===== src/rtl/conv_filter_kxk_mc.sv =====
// KxK signed convolution MAC accumulating over up to NUM_CH channels per output pixel.
// Build option: define CONV_RELU_EN to clamp negative output pixels to zero.
module conv_filter_kxk_mc #(
  parameter int DATA_W = 8,
  parameter int K      = 3,
  parameter int NUM_CH = 4,
  parameter int OUT_W  = 2*DATA_W + $clog2(K*K*NUM_CH)
) (
  input  logic                     clk,
  input  logic                     rst,
  input  logic                     ena,
  input  logic                     in_valid,
  output logic                     in_ready,
  input  logic [K*K*DATA_W-1:0]    in_matrix,
  input  logic [K*K*DATA_W-1:0]    filter_matrix,
  input  logic                     in_last,
  output logic                     out_valid,
  input  logic                     out_ready,
  output logic [OUT_W-1:0]         out_data
);

  localparam int KK    = K*K;
  localparam int PW    = 2*DATA_W;
  localparam int CNT_W = (NUM_CH > 1) ? $clog2(NUM_CH) : 1;

  // Sign-extend (or wrap, if OUT_W is narrower) a product into accumulator width.
  function automatic logic signed [OUT_W-1:0] to_acc(input logic signed [PW-1:0] p);
    logic signed [63:0] w;
    w = 64'(p);
    return w[OUT_W-1:0];
  endfunction

  function automatic logic signed [OUT_W-1:0] out_map(input logic signed [OUT_W-1:0] total);
`ifdef CONV_RELU_EN
    return (total < 0) ? '0 : total;
`else
    return total;
`endif
  endfunction

  logic                    adv;
  logic signed [PW-1:0]    prod_c  [KK];
  logic signed [PW-1:0]    prod_p1 [KK];
  logic                    vld_p1, last_p1;
  logic signed [OUT_W-1:0] sum_c;
  logic signed [OUT_W-1:0] sum_p2;
  logic                    vld_p2, last_p2;
  logic signed [OUT_W-1:0] acc;
  logic signed [OUT_W-1:0] total;
  logic [CNT_W-1:0]        ch_cnt;
  logic                    close_grp;

  // A pending, unaccepted output pixel stalls the whole pipeline.
  assign adv      = ena & ~(out_valid & ~out_ready);
  assign in_ready = adv;

  always_comb begin
    for (int i = 0; i < KK; i++) begin
      prod_c[i] = PW'($signed(in_matrix[(KK-1-i)*DATA_W +: DATA_W])) *
                  PW'($signed(filter_matrix[(KK-1-i)*DATA_W +: DATA_W]));
    end
  end

  always_comb begin
    sum_c = '0;
    for (int i = 0; i < KK; i++) begin
      sum_c = sum_c + to_acc(prod_p1[i]);
    end
  end

  assign total     = acc + sum_p2;
  assign close_grp = last_p2 | (ch_cnt == CNT_W'(NUM_CH-1));

  always_ff @(posedge clk) begin
    if (rst) begin
      vld_p1    <= 1'b0;
      last_p1   <= 1'b0;
      for (int i = 0; i < KK; i++) prod_p1[i] <= '0;
      vld_p2    <= 1'b0;
      last_p2   <= 1'b0;
      sum_p2    <= '0;
      acc       <= '0;
      ch_cnt    <= '0;
      out_valid <= 1'b0;
      out_data  <= '0;
    end else if (adv) begin
      // stage 1: element-wise products
      vld_p1  <= in_valid;
      last_p1 <= in_last;
      prod_p1 <= prod_c;
      // stage 2: per-channel sum
      vld_p2  <= vld_p1;
      last_p2 <= last_p1;
      sum_p2  <= sum_c;
      // stage 3: channel accumulation; any held pixel was consumed on this edge
      out_valid <= 1'b0;
      if (vld_p2) begin
        if (close_grp) begin
          out_data  <= out_map(total);
          out_valid <= 1'b1;
          acc       <= '0;
          ch_cnt    <= '0;
        end else begin
          acc    <= total;
          ch_cnt <= ch_cnt + CNT_W'(1);
        end
      end
    end
  end

endmodule

===== config.mk =====
export PLATFORM = sky130hd
export DESIGN_NAME = conv_filter_kxk_mc
export DESIGN_NICKNAME = d
export VERILOG_FILES = /design/src/rtl/conv_filter_kxk_mc.sv
export SDC_FILE = /design/constraint.sdc
export NUM_CORES = 2
export LEC_CHECK = 0
export CORE_UTILIZATION = 62
export CTS_CLUSTER_SIZE = 25
export DETAILED_ROUTE_END_ITERATION = 10
export PLACE_DENSITY = 0.91
export SKIP_CTS_REPAIR_TIMING = 1
export SLEW_MARGIN = 15
export SYNTH_ARGS = -nofsm -noshare
export SYNTH_HDL_FRONTEND = slang
export SYNTH_SLANG_ARGS = --single-unit

===== constraint.sdc =====
create_clock -name clk -period 5.6 [get_ports clk]
set_input_delay 0.84 -clock clk [delete_from_list [all_inputs] [get_ports clk]]
set_output_delay 0.84 -clock clk [all_outputs]
set_load 0.02 [all_outputs]

Yosys cells after proc, flatten, opt, wreduce, memory -nomap -nowiden. Cells that the tools add are included.

Flip-flop bits (word level): 217. Input port bits: 150. Output and inout bits: 24. Word-level logic and storage cells: 49.

$add $sub $neg: 10. Multipliers: 9. Eq/ne operators: 1. Multiplexer cells: 4. Bitwise gates (word level): 5. Reduce and logical (&&, ||, !) cells: 2.

Operators by type and width (number): 8-bit by 8-bit multiplier with 16-bit output (9); 22-bit by 16-bit adder with 22-bit output (2); 21-bit by 16-bit adder with 22-bit output (1); 22-bit adder (1); 22-bit 2-to-1 mux (1); 20-bit by 16-bit adder with 21-bit output (1); 19-bit by 16-bit adder with 20-bit output (1); 18-bit by 16-bit adder with 19-bit output (1); 17-bit by 16-bit adder with 18-bit output (1); 16-bit by 16-bit adder with 17-bit output (1); 3-bit AND reduction (1); 2-bit by 1-bit adder with 2-bit output (second input constant) (1); 1-bit AND (2); 2-bit equality test (second input constant) (1); 1-bit 2-to-1 mux (2); 2-bit 2-to-1 mux (1); 1-bit NOT (2); 2-bit AND reduction (1); 1-bit OR (1).

Longest topological paths before layout.
Depth after elaboration: 8. Mapped depth: 18.

Least setup slack after synthesis. Ideal clock, no wire load.

Path kind: input to register. From: input port in_matrix[23]. To: register prod_p1[47] in the netlist's numbering. Setup time: 74 ps. Arrival: 4683 ps. Data required time: 5526 ps. Setup slack: 843 ps. Cell stages on the path: 13. Cells stage by stage: and2_1 fa_1 inv_1 fa_1 inv_1 fa_1 fa_1 ha_1 or4_1 o221ai_1 a21oi_1 or3b_2 a31oi_1.

Longest elaborated chain between the ends: 1.

RTL lines: start, declared (RTL line 14) `input logic [K*K*DATA_W-1:0] in_matrix,`; 8-bit by 8-bit multiplier with 16-bit output (RTL line 59) `prod_c[i] = PW'($signed(in_matrix[(KK-1-i)*DATA_W +: DATA_W])) *`; end signal, assigned (RTL line 90) `prod_p1 <= prod_c;`; end, declared (RTL line 43) `logic signed [PW-1:0] prod_p1 [KK];`.

Every way passes these cells. A chain may end at the register's enable or synchronous reset.

Final worst setup path.
From: input port filter_matrix[58]. To: register prod_p1[127] in the netlist's numbering.

Longest elaborated chain between the ends: 1.

RTL lines: start, declared (RTL line 15) `input logic [K*K*DATA_W-1:0] filter_matrix,`; 8-bit by 8-bit multiplier with 16-bit output (RTL line 59).

Every way passes these cells.

==> reports/results.tsv <==
stage	metric	value	unit
outcome	status	finished clean	
clocking	CTS tree	done	
layout	Area Overhead vs Synth	9.845	%
clocking	Clock transition at path regs	60	ps
grt	first-pass GRT wire length	136000	um
logic_synthesis	Seq/Total Area, Yosys	0.1270	
clocking	clock root buffer master	clkbuf_16	
sta	Peak Freq	193.7	MHz
detailed_routing	initial drt markers	1669	
clocking	clock sink count	217	
sta	RSZ-0062 raised after global routing	no	
floorplan	Starting Density	0.6318	
floorplan	die height	236.9	um
worst_setup_path	crit end category	register	
detailed_routing	Residual DRC	0	
placed_design	routability cong.	0.9255	
sta	Layout Skew	22.47	ps
detailed_routing	Pre-Repair DR Iteration Count	6	
min_path	HP Class	register to register	
detailed_routing	routed length per instance	16.75	um
logic_synthesis	Synth Area per Inst	8.815	um2
clocking	H-tree Lvls	1	
clocking	Clock Path Buffers	3	
logic_synthesis	Syn Nets	4945	
sta	Final Hold Slack	454.0	ps
placed_design	DP Worst Slack	-30.01	ps
grt	GR Overflow Total	0	
logic_synthesis	Async S/R FF share, synth	0	
logic_synthesis	Post-Synth XOR/XNOR Area	0.03355	
grt	vias in the first global route	28850	
sta	Slew HR	0.3494	
sta	post-layout min period	5162	ps
layout	commonest non-fill, non-tap cell in the layout	inv_1	
placed_design	Detailed Place HPWL	65220	um
floorplan	num rows	85	
layout	fin area	37570	um2
sta	Setup WS post-layout	438.0	ps
worst_setup_path	WP data required	6050	ps
clocking	worst skew pair latency	530	ps
logic_synthesis	#FFs+latches synth	217	
sta	Finish-stage setup viols	0	
sta	Final Hold Viols	0	
logic_synthesis	mux cell area share after synthesis	0.002049	
worst_setup_path	WP data arrival	5610	ps
detailed_routing	Via Count	26600	
logic_synthesis	simple-gate share of the synthesized area	0.1691	
floorplan	DIE WIDTH	236.9	um
detailed_routing	drt total wl	79460	um
worst_setup_path	top fanout value on the critical path	8	
grt	largest net degree at the start of global routing	187	
logic_synthesis	number of synthesized flops with an enable pin	0	
placed_design	Port Buffers	173	
layout	antenna cells	0	
placed_design	placed inst area	36730	um2
grt	initial antenna violation count	0	
sta	fin crit share	0.9218	
floorplan	core box area	54130	um2
layout	Nets	5095	
logic_synthesis	largest family of logic cells by synthesized area	adder cells	
detailed_routing	vias per cell	5.608	
worst_setup_path	worst setup path class	input pin to register	
clocking	TritonCTS buffer count	24	
logic_synthesis	Post-Syn Area	34200	um2
pwr	pwr dens	616.9	nW/um2
job	max-cap violations	0	
sta	final max-slew violation count	0	
floorplan	Ports	174	
detailed_routing	number of nets still failing antenna checks after routing	0	
logic_synthesis	Synth Area in Adders	0.4689	
logic_synthesis	compound-cell area share of the yosys netlist	0.09713	
pwr	Leakage	0.01803	uW
logic_synthesis	Primary FF master, synth	dfxtp_1	
pwr	Worst VDD drop	1415	uV
grt	GRT Overall Usage	0.2971	
layout	commonest non-fill, non-tap cells in the layout	inv_1, fa_1, and2_1	
sta	Worst Tran Pin Value	975.9	ps
worst_setup_path	startpoint types	input pin	
logic_synthesis	synth unique cells	70	
logic_synthesis	synth warn	0	
floorplan	DIE AREA	56110	um2
logic_synthesis	Synth Instances	3880	
layout	layout cells sized above 1	0.01977	
==> kinds of logic after synthesis <==
| kind of cell | after synthesis |
|---|---|
| AND/OR/NAND/NOR | 1144 |
| AO/OA/AOI/OAI | 535 |
| adder cells (fa/ha/maj) | 915 |
| multiplexers | 7 |
| buffers and inverters | 931 |
| XOR/XNOR | 131 |
| flip-flops | 217 |
==> sequential cells by signal (all words and copies together), names as in the netlist <==
| register | flops |
|---|---|
| prod_p1 | 144 |
| last_p1 | 1 |
| vld_p2 | 1 |
| acc | 22 |
| last_p2 | 1 |
| out_valid | 1 |
| out_data | 22 |
| ch_cnt | 2 |
| vld_p1 | 1 |
| sum_p2 | 22 |
==> area by class of cell <==
class	instances	area [um2]
Clock buffer	34	689.4
Timing Repair Buffer	195	1911
Fill cell	3830	16570
Clock inverter	9	148.9
Tap cell	696	870.8
Multi-Input combinational cell	2732	26370
Inverter	860	3233
Sequential cell	217	4344
==> Yosys cell counts (all sizes together) (8+ instances only) <==
library cell,count,share of area
nor2,162,0.018
nand2b,47,0.0086
o21a,44,0.0097
o31ai,11,0.0024
a31oi,20,0.0038
o21ai,128,0.019
o21bai,13,0.0029
inv,859,0.094
a211oi,34,0.0076
nor3,49,0.0073
a21o,23,0.0051
nand3,60,0.0088
a2111o,8,0.0026
xor2,21,0.0054
fa,611,0.36
clkbuf,56,0.0061
o211ai,10,0.0023
buf,15,0.0017
xnor2,110,0.028
and2,384,0.070
or3,10,0.0018
nor2b,24,0.0044
nand2,361,0.040
ha,304,0.11
dfxtp,217,0.13
a21oi,184,0.027
nand3b,9,0.0020
a22oi,9,0.0020
==> where the power goes <==
part | switching [uW] | total [uW] | internal [uW]
logic | 11000 | 19200 | 8290
registers | 311 | 2250 | 1940
clock network | 675 | 1680 | 1000
==> critical path, cell delays in order <==
cell and delay (ps):
clkdlybuf4s50_1 570, and2_1 280, fa_1 690, inv_1 120
fa_1 400, fa_1 540, inv_1 50, fa_1 450
ha_1 340, o21ai_0 380, inv_1 80, o21ai_0 160
a21oi_1 80, or3b_2 450, a31oi_1 170
==> path summary, 6_finish.rpt <==
| path | start | end | slack (ps) | cells after the start |
|---|---|---|---|---|
| setup reg to reg | prod_p1[49] | sum_p2[18] | 800 | 18 |
| hold reg to reg | last_p1 | last_p2 | 450 | 2 |
| hold / removal | last_p1 | last_p2 | 450 | 2 |
| setup / recovery | filter_matrix[58] | prod_p1[127] | 440 | 15 |
==> per-stage QoR <==
step / TNS [ps] / power, uW / instances / utilization
floorplan: 0 / 16420 / 3880 / -
global placement: 0 / 19950 / 4700 / 0.6785
detailed placement: -30.01 / 20920 / 4700 / 0.6785
CTS: 0 / 22920 / 4743 / 0.6940
global route: 0 / 25570 / 4743 / 0.6940
finish: 0 / 23180 / 4743 / 0.6940
==> routing by layer <==
metal  wire (um)  vias up  part of all wire  GRT usage
li1            -    12300                 -          -
met1       31010    13190              0.39     0.3615
met2       40870      862              0.51     0.5378
met3        4149      244             0.052    0.03287
met4        3425        0             0.043     0.1171
met5           0        -                 0          0
Note: power is estimated with default switching activity, not from simulation.
